==> config.mk <==
export PLATFORM = sky130hd
export DESIGN_NAME = alu_regfile_flat
export DESIGN_NICKNAME = d
export VERILOG_FILES = /design/src/rtl/cpu_pkg.sv /design/src/rtl/alu_regfile_if.sv /design/src/rtl/alu8.sv /design/src/rtl/alu_regfile.sv /design/src/flat_wrapper.sv
export SDC_FILE = /design/constraint.sdc
export NUM_CORES = 1
export LEC_CHECK = 0
export CORE_MARGIN = 2
export CORE_UTILIZATION = 58
export DETAILED_ROUTE_END_ITERATION = 6
export DONT_BUFFER_PORTS = 1
export PLACE_DENSITY_LB_ADDON = 0.05
export SLEW_MARGIN = 0
export SYNTH_ARGS = -nofsm -noshare
export SYNTH_HDL_FRONTEND = slang
export SYNTH_SLANG_ARGS = --single-unit
export TNS_END_PERCENT = 5
==> constraint.sdc <==
create_clock -name CLK -period 5 [get_ports CLK]
set_input_delay 1 -clock CLK [delete_from_list [all_inputs] [get_ports CLK]]
set_output_delay 1 -clock CLK [all_outputs]
set_load 0.05 [all_outputs]
==> src/rtl/cpu_pkg.sv <==
// Shared datapath constants for the 8-bit single-cycle processor:
// ALU function codes and datapath widths.
package cpu_pkg;
  localparam int DATA_W     = 8;
  localparam int REG_ADDR_W = 3;
  localparam int NUM_REGS   = 1 << REG_ADDR_W;

  typedef enum logic [2:0] {
    ALU_FWD = 3'b000,
    ALU_ADD = 3'b001,
    ALU_AND = 3'b010,
    ALU_OR  = 3'b011
  } alu_op_e;
endpackage

==> src/rtl/alu_regfile_if.sv <==
// Control/data bundle between the decoder side and the register-file + ALU core.
interface alu_regfile_if;
  import cpu_pkg::*;

  logic [REG_ADDR_W-1:0] WRITEREG;
  logic [REG_ADDR_W-1:0] READREG1;
  logic [REG_ADDR_W-1:0] READREG2;
  logic                  WRITEENABLE;
  logic [2:0]            ALUOP;
  logic [DATA_W-1:0]     OPERAND2;
  logic [DATA_W-1:0]     REGOUT1;
  logic [DATA_W-1:0]     REGOUT2;
  logic [DATA_W-1:0]     ALUOUT;

  modport master (
    output WRITEREG, READREG1, READREG2, WRITEENABLE, ALUOP, OPERAND2,
    input  REGOUT1, REGOUT2, ALUOUT
  );

  modport slave (
    input  WRITEREG, READREG1, READREG2, WRITEENABLE, ALUOP, OPERAND2,
    output REGOUT1, REGOUT2, ALUOUT
  );
endinterface

==> src/rtl/alu8.sv <==
// Combinational 8-bit ALU: forward, add (carry dropped), and, or; reserved codes give 0.
module alu8
  import cpu_pkg::*;
(
  input  logic [DATA_W-1:0] data1_i,
  input  logic [DATA_W-1:0] data2_i,
  input  logic [2:0]        select_i,
  output logic [DATA_W-1:0] result_o
);

  always_comb begin
    result_o = '0;
    case (select_i)
      ALU_FWD: result_o = data2_i;
      ALU_ADD: result_o = data1_i + data2_i;
      ALU_AND: result_o = data1_i & data2_i;
      ALU_OR:  result_o = data1_i | data2_i;
      default: result_o = '0;
    endcase
  end

endmodule

==> src/rtl/alu_regfile.sv <==
// 8x8 register file (two combinational reads, one clocked write) fused with alu8;
// the ALU result is the write data.
module alu_regfile
  import cpu_pkg::*;
(
  input  logic          CLK,
  input  logic          RESET,
  alu_regfile_if.slave  bus
);

  logic [NUM_REGS-1:0][DATA_W-1:0] regs_q, regs_d;
  logic [DATA_W-1:0]               alu_res;

  // Reads see only committed state; no bypass of the in-flight write.
  assign bus.REGOUT1 = regs_q[bus.READREG1];
  assign bus.REGOUT2 = regs_q[bus.READREG2];
  assign bus.ALUOUT  = alu_res;

  alu8 u_alu (
    .data1_i  (regs_q[bus.READREG1]),
    .data2_i  (bus.OPERAND2),
    .select_i (bus.ALUOP),
    .result_o (alu_res)
  );

  always_comb begin
    regs_d = regs_q;
    if (bus.WRITEENABLE) regs_d[bus.WRITEREG] = alu_res;
  end

  // Reset wins over a same-edge write.
  always_ff @(posedge CLK) begin
    if (!RESET) regs_q <= '0;
    else        regs_q <= regs_d;
  end

endmodule

==> src/flat_wrapper.sv <==
// flat-port wrapper written by rule: the top's interface ports become plain ports
module alu_regfile_flat import cpu_pkg::*;
  (CLK, RESET, bus_WRITEREG, bus_READREG1, bus_READREG2, bus_WRITEENABLE, bus_ALUOP, bus_OPERAND2, bus_REGOUT1, bus_REGOUT2, bus_ALUOUT);
  alu_regfile_if bus_i ();
  input  logic CLK;
  input  logic RESET;
  input wire logic [$bits(bus_i.WRITEREG)-1:0] bus_WRITEREG;
  input wire logic [$bits(bus_i.READREG1)-1:0] bus_READREG1;
  input wire logic [$bits(bus_i.READREG2)-1:0] bus_READREG2;
  input wire logic [$bits(bus_i.WRITEENABLE)-1:0] bus_WRITEENABLE;
  input wire logic [$bits(bus_i.ALUOP)-1:0] bus_ALUOP;
  input wire logic [$bits(bus_i.OPERAND2)-1:0] bus_OPERAND2;
  output wire logic [$bits(bus_i.REGOUT1)-1:0] bus_REGOUT1;
  output wire logic [$bits(bus_i.REGOUT2)-1:0] bus_REGOUT2;
  output wire logic [$bits(bus_i.ALUOUT)-1:0] bus_ALUOUT;
  assign bus_i.WRITEREG = bus_WRITEREG;
  assign bus_i.READREG1 = bus_READREG1;
  assign bus_i.READREG2 = bus_READREG2;
  assign bus_i.WRITEENABLE = bus_WRITEENABLE;
  assign bus_i.ALUOP = bus_ALUOP;
  assign bus_i.OPERAND2 = bus_OPERAND2;
  assign bus_REGOUT1 = bus_i.REGOUT1;
  assign bus_REGOUT2 = bus_i.REGOUT2;
  assign bus_ALUOUT = bus_i.ALUOUT;
  alu_regfile u_core (.CLK(CLK), .RESET(RESET), .bus(bus_i));
endmodule
==> impl_metrics.tcl, run 1 <==
set metrics [dict create \
    synthSimpleGateAreaFrac 0.144 \
    cts_setup_buffers 0 \
    clock_skew_ns 0.00612 \
    drive_gt1_frac 0.192 \
    critPathSlowestCell "mux4_2" \
    path_class "input pin to primary output" \
    syn_inst 421 \
    crit_chain "mux4_2 > mux2i_4 > inv_4 > ha_1 > fa_1 > a211oi_2 > nor2_1 > xor2_1 > a221o_1 > and2_4" \
    drv_slew 0 \
    ant_nets 0 \
    cts_max_level 3 \
    min_path_type "flip-flop to flip-flop" \
    crit_fanout 16 \
    grtUsageTotal 0.286 \
    yosysSeqAreaShare 0.317 \
    antenna_found_initial 0 \
    dpl_cell_area_sq_mm 0.00410 \
    synth_compound_area_frac 0.205 \
    tns_ns 0 \
    status "completed" \
    syn_avg_cell_area_sq_um 9.60 \
    wl_mm 10.2 \
    dr.pass1.iters 5 \
    setup_viol 0 \
    cts_tree "done" \
    ys_seq_elements 64 \
    leakagePower_nw 1.77 \
    grt_overflow 0 \
    worstSetupStartpointType "input pin" \
    tightestPinTransition_ns 0.824 \
    period_share 0.937 \
    clk_latency_ns 0.35 \
    path_clk_slew_ns 0.07 \
    core_area_sq_mm 0.00676 \
    final_hold_viol_count 0 \
    synth_top_family_by_area "multiplexers" \
    ys.flop_type "dfxtp_1" \
    rsz0062_at_grt "false" \
    regArea_sq_mm 0.00128 \
    die_y_um 87.5 \
    grt_pass1_vias 3199 \
    largest_reg_flops 64 \
    cts_root_buffer "clkbuf_8" \
    cellPowerDensity_mw_per_mm2 276 \
    vias 3278 \
    via_per_inst 6.53 \
    max_freq_ghz 0.214 \
    hold_buffers 0 \
    max_flop_register "u_core.regs_q" \
    cts.path.max_buffers 2 \
    ys_types 50 \
    critical_path_arrival_ns 3.68 \
    area_growth_pct 6.81 \
    dpl.hpwl_mm 7.37 \
    cpPeakStageDelay_ns 0.51 \
    synth-xor-area-share 0.00650 \
    grt_pass1_wl_mm 16.3 \
    nFillCells 573 \
    postSynth.asyncResetShare 0 \
    multi_input_area_sq_mm 0.00256 \
    die_area_sq_mm 0.00765 \
    cp.required_ns 4.00 \
    drt_iter0_drc 255 \
    synth_fp_nets 461 \
    drv_cap 0 \
    relSlewSlack 0.449 \
    gp_congestion 0.877 \
    die_w_um 87.5 \
    final_nets 457 \
    initial_utilization 0.598 \
    synthMuxAreaShare 0.221 \
    largestRegisters "u_core.regs_q (64)" \
    avgRoutedWirePerCell_um 20.3 \
    port-buffer-count 0 \
    final_area_sq_mm 0.00432 \
    cts_buffers 9 \
    yosysWarnings 0 \
    synth_edf_count 0 \
    drc 0 \
    num_antenna_cells 0 \
    grt_max_degree 67 \
    rows 30 \
    clkSinkCount 64 \
    cts_resized 0 \
    fin_util 0.639 \
    fin_crit_ns 4.68 \
    synth-adder-area-share 0.0545 \
    ios 47 \
    critPathCaptureType "primary output" \
    vdd_drop_max_mv 0.177 \
    synth_area_sq_mm 0.00404 \
]
==> worst max-delay path: cells and delay by family <==
| family | cells | cell delay, ns |
|---|---|---|
| buffers and inverters | 1 | 0.12 |
| XOR/XNOR | 1 | 0.14 |
| AO/OA/AOI/OAI | 2 | 0.66 |
| adder cells (fa/ha/maj) | 2 | 0.70 |
| AND/OR/NAND/NOR | 2 | 0.32 |
| multiplexers | 2 | 0.73 |
==> routing by layer <==
layer	global-route usage	part of all wire	wire length, um	vias to the layer above
met2	0.446	0.47	4750	106
li1	-	-	-	1546
met1	0.389	0.44	4510	1606
met4	0.116	0.021	214	0
met5	0	0	0	-
met3	0.0588	0.070	713	20
==> synth_stat cells, types with 8 or more instances <==
| cell | instances | share of area |
|---|---|---|
| dfxtp_1 | 64 | 0.32 |
| nand2_1 | 56 | 0.052 |
| o21ai_0 | 36 | 0.045 |
| mux4_2 | 32 | 0.18 |
| nor2_1 | 27 | 0.025 |
| a21oi_1 | 23 | 0.028 |
| inv_1 | 20 | 0.019 |
| a21boi_1 | 16 | 0.030 |
| ha_1 | 16 | 0.050 |
| nand3_1 | 15 | 0.019 |
| clkbuf_1 | 10 | 0.0093 |
| nor2b_1 | 9 | 0.014 |
| o211a_1 | 9 | 0.022 |
| a31oi_1 | 8 | 0.012 |
| a32o_1 | 8 | 0.020 |
| buf_2 | 8 | 0.0099 |
| mux2_2 | 8 | 0.022 |
| mux2i_1 | 8 | 0.020 |
==> power breakdown <==
group / internal [mW] / switching [mW]
Sequential: 0.522 / 0.00824
Combinational: 0.0675 / 0.0994
Clock: 0.294 / 0.199
Total: 0.884 / 0.307
==> cell type report <==
cell class                      count  area share
Inverter                           20      0.0180
Timing Repair Buffer               11      0.0191
Clock buffer                       13      0.0345
Sequential cell                    64       0.297
Multi-Input combinational cell    311       0.593
Clock inverter                      3      0.0151
Tap cell                           80      0.0232
==> final timing paths <==
path / start / to / slack, ns / cells after the start
setup / recovery: bus_READREG1[0] / bus_ALUOUT[4] / 0.32 / 10
hold reg to reg: u_core.regs_q[57]$_SDFFE_PN0P_ / u_core.regs_q[57]$_SDFFE_PN0P_ / 0.47 / 2
setup reg to reg: u_core.regs_q[24]$_SDFFE_PN0P_ / u_core.regs_q[12]$_SDFFE_PN0P_ / 1.70 / 11
hold / removal: u_core.regs_q[57]$_SDFFE_PN0P_ / u_core.regs_q[57]$_SDFFE_PN0P_ / 0.47 / 2
==> cells in the final DEF (no fill, tap or decap), types with 2 or more instances in the layout <==
cell type	Yosys	layout
ha_1	16	16
o211a_1	9	9
a21boi_1	16	16
mux4_2	32	32
inv_1	20	19
a21oi_1	23	23
o21ai_1	3	3
nand2_1	56	56
nand3_1	15	15
a211oi_1	2	2
nor3_2	2	2
mux2_2	8	8
a31oi_1	8	8
nor3b_1	2	2
mux2i_1	8	7
nor2b_1	9	9
o21ai_0	36	36
dfxtp_1	64	64
a211oi_2	4	4
clkbuf_8	0	10
buf_4	4	11
a32o_1	8	8
nor2_1	27	27
bufinv_16	0	2
nand2b_1	3	3
xor2_1	2	2
clkbuf_1	10	3
==> metrics by stage <==
step	total power, mW	setup WS (ns)	hold slack, ns	instances
after floorplan	0.704	0.0547	0.442	421
after global placement	0.704	0.354	0.455	486
after detailed placement	0.707	0.320	0.455	486
after CTS	1.19	0.318	0.464	502
after global routing	1.23	0.250	0.492	502
final	1.19	0.317	0.468	502
==> cell families after synthesis <==
family | after synthesis
AOI/OAI and AO/OA | 120
xor gates and xnor gates | 3
muxes | 48
buffers and inverters | 46
adders and majority gates | 17
and+or+nand+nor | 123
DFF | 64
Power figures use the tool's default switching activity.
==> run 2, diff against run 1 <==
- SYNTH_HIERARCHICAL: not set -> 1
==> run 2 against run 1 <==
Compared with the run above:
- clock skew increased by 0.0059 ns
- first-iteration DRC count decreased by 9.4%
- synthesized area increased by 7.3%
- highest routed layer unchanged
==> impl_metrics.tcl, run 2 <==
set metrics [dict create \
    synth_area_sq_mm 0.00434 \
    initial_utilization 0.598 \
    drive_gt1_frac 0.142 \
    drt_iter0_drc 231 \
    synth_area_leaders "dfxtp_1 30%, mux4_1 18%, nand2_1 8.0%" \
    cts_buffers 9 \
    yosysWarnings 6 \
    port-buffer-count 0 \
    clock_skew_ns 0.0120 \
    ios 47 \
    fin_crit_ns 4.71 \
    status "completed" \
    path_clk_slew_ns 0.07 \
    final_hold_viol_count 0 \
    layoutNonFillerInstCount 522 \
    worstSetupStartpointType "input pin" \
    die_y_um 90.5 \
    synth_edf_count 0 \
    drv_cap 0 \
    clkSinkCount 64 \
    crit_fanout 16 \
    grtUsageTotal 0.271 \
    tightestPinTransition_ns 1.26 \
    period_share 0.943 \
    critical_path_arrival_ns 3.71 \
    synth_fp_nets 475 \
    ys_types 45 \
    yosysSeqAreaShare 0.296 \
    grt_pass1_wl_mm 16.8 \
    cts_max_level 3 \
    synthTopCellsByCount "92 x nand2_1, 64 x dfxtp_1, 40 x a21boi_0, 30 x mux4_1, 25 x mux2i_1" \
    avgRoutedWirePerCell_um 20.7 \
    max_freq_ghz 0.212 \
    ys.flop_type "dfxtp_1" \
    grt_overflow 0 \
    fin_util 0.636 \
    via_per_inst 6.16 \
    rows 31 \
    cellPowerDensity_mw_per_mm2 251 \
    gp_congestion 0.826 \
    final_common_cell "nand2_1" \
    clk_latency_ns 0.34 \
    cts_resized 0 \
    syn_avg_cell_area_sq_um 9.97 \
    largestRegisters "u_core/regs_q (64)" \
    die_w_um 90.5 \
    postSynth.asyncResetShare 0 \
    leakagePower_nw 1.80 \
    dr.pass1.iters 4 \
    core_area_sq_mm 0.00725 \
    die_area_sq_mm 0.00818 \
    hold_buffers 0 \
    grt_pass1_vias 3130 \
    antenna_found_initial 0 \
    drv_slew 0 \
    final_nets 458 \
    cp.required_ns 4.00 \
    ys_seq_elements 64 \
    ant_nets 0 \
    synthMostInstantiatedCell "nand2_1" \
    syn_inst 435 \
    dpl.cell_count 506 \
    vdd_drop_max_mv 0.184 \
    critPathCaptureType "primary output" \
    crit_chain "mux4_1 > mux2_2 > inv_1 > ha_1 > a211oi_1 > o211ai_1 > a21oi_1 > xor2_1 > o41ai_4 > buf_4" \
    cts_tree "done" \
    cts.path.max_buffers 2 \
    layout_common_cells "92 x nand2_1, 64 x dfxtp_1, 40 x a21boi_0, 30 x mux4_1, 25 x mux2i_1" \
    wl_mm 10.8 \
    rsz0062_at_grt "false" \
    max_flop_register "u_core/regs_q" \
    vias 3217 \
    drc 0 \
    num_antenna_cells 0 \
    post-synth-top-area-fraction 0.296 \
    grt_max_degree 65 \
    relSlewSlack 0.155 \
    largest_reg_flops 64 \
    cpPeakStageDelay_ns 0.53 \
    synth_top_area_cell "dfxtp_1" \
    cts_root_buffer "clkbuf_8" \
    critPathSlowestCell "mux4_1" \
    area_growth_pct 6.38 \
    cts_setup_buffers 0 \
    min_path_type "flip-flop to flip-flop" \
    dpl.hpwl_mm 7.07 \
    path_class "input pin to primary output" \
    setup_viol 0 \
]
[run 2: logic make-up after synthesis]
| group | count (synthesis) | synth area share |
|---|---|---|
| AOI/OAI and AO/OA | 78 | 0.132 |
| muxes | 73 | 0.291 |
| buffers and inverters | 62 | 0.0687 |
| adders and majority gates | 17 | 0.0508 |
| and+or+nand+nor | 136 | 0.152 |
| DFF | 64 | 0.296 |
| xor gates and xnor gates | 5 | 0.0101 |
[run 2: path summary, 6_finish.rpt]
check	start	to	slack (ns)	depth (start not counted)
max	bus_READREG1[0]	bus_ALUOUT[7]	0.29	10
min	u_core/regs_q[48]$_SDFFE_PN0P_	u_core/regs_q[48]$_SDFFE_PN0P_	0.48	2
max reg2reg	u_core/regs_q[9]$_SDFFE_PN0P_	u_core/regs_q[55]$_SDFFE_PN0P_	1.67	12
min reg2reg	u_core/regs_q[48]$_SDFFE_PN0P_	u_core/regs_q[48]$_SDFFE_PN0P_	0.48	2
[run 2: metrics by stage]
step	TNS [ns]	instance area [sq um]	setup WS, ns	hold slack, ns	power, mW
floorplan	-1.08	4350	-0.318	0.447	0.666
global placement	0	4390	0.344	0.455	0.664
detailed placement	0	4390	0.266	0.467	0.667
CTS	0	4610	0.265	0.477	1.16
global route	0	4610	0.0574	0.495	1.20
finish	0	4610	0.286	0.476	1.16
[run 2: layer usage]
| layer | track usage | vias up | wire (um) |
|---|---|---|---|
| met2 | 0.472 | 104 | 5350 |
| met5 | 0 | - | 0 |
| met4 | 0.0897 | 0 | 198 |
| met3 | 0.0643 | 19 | 613 |
| li1 | - | 1529 | - |
| met1 | 0.331 | 1565 | 4630 |
[run 2: report_power, final]
| part | switching, mW | internal, mW |
|---|---|---|
| Clock | 0.208 | 0.295 |
| Combinational | 0.0757 | 0.0597 |
| Sequential | 0.00443 | 0.516 |
| Total | 0.288 | 0.870 |
[run 2: worst max-delay path, delay by kind of cell]
kind                       cells  cell delay [ns]
xor gates and xnor gates       1             0.13
buffers and inverters          2             0.40
adders and majority gates      1             0.24
muxes                          2             0.97
AOI/OAI and AO/OA              4             0.96
[run 2: final cells by class]
cell class                 instances  area, sq um
fill                             622         2640
inverter                          20         75.1
multi-input combinational        309         2810
timing repair buffer              14          105
clock buffer                      11          141
clock inverter                     5         78.8
sequential                        64         1280
tap                               99          124
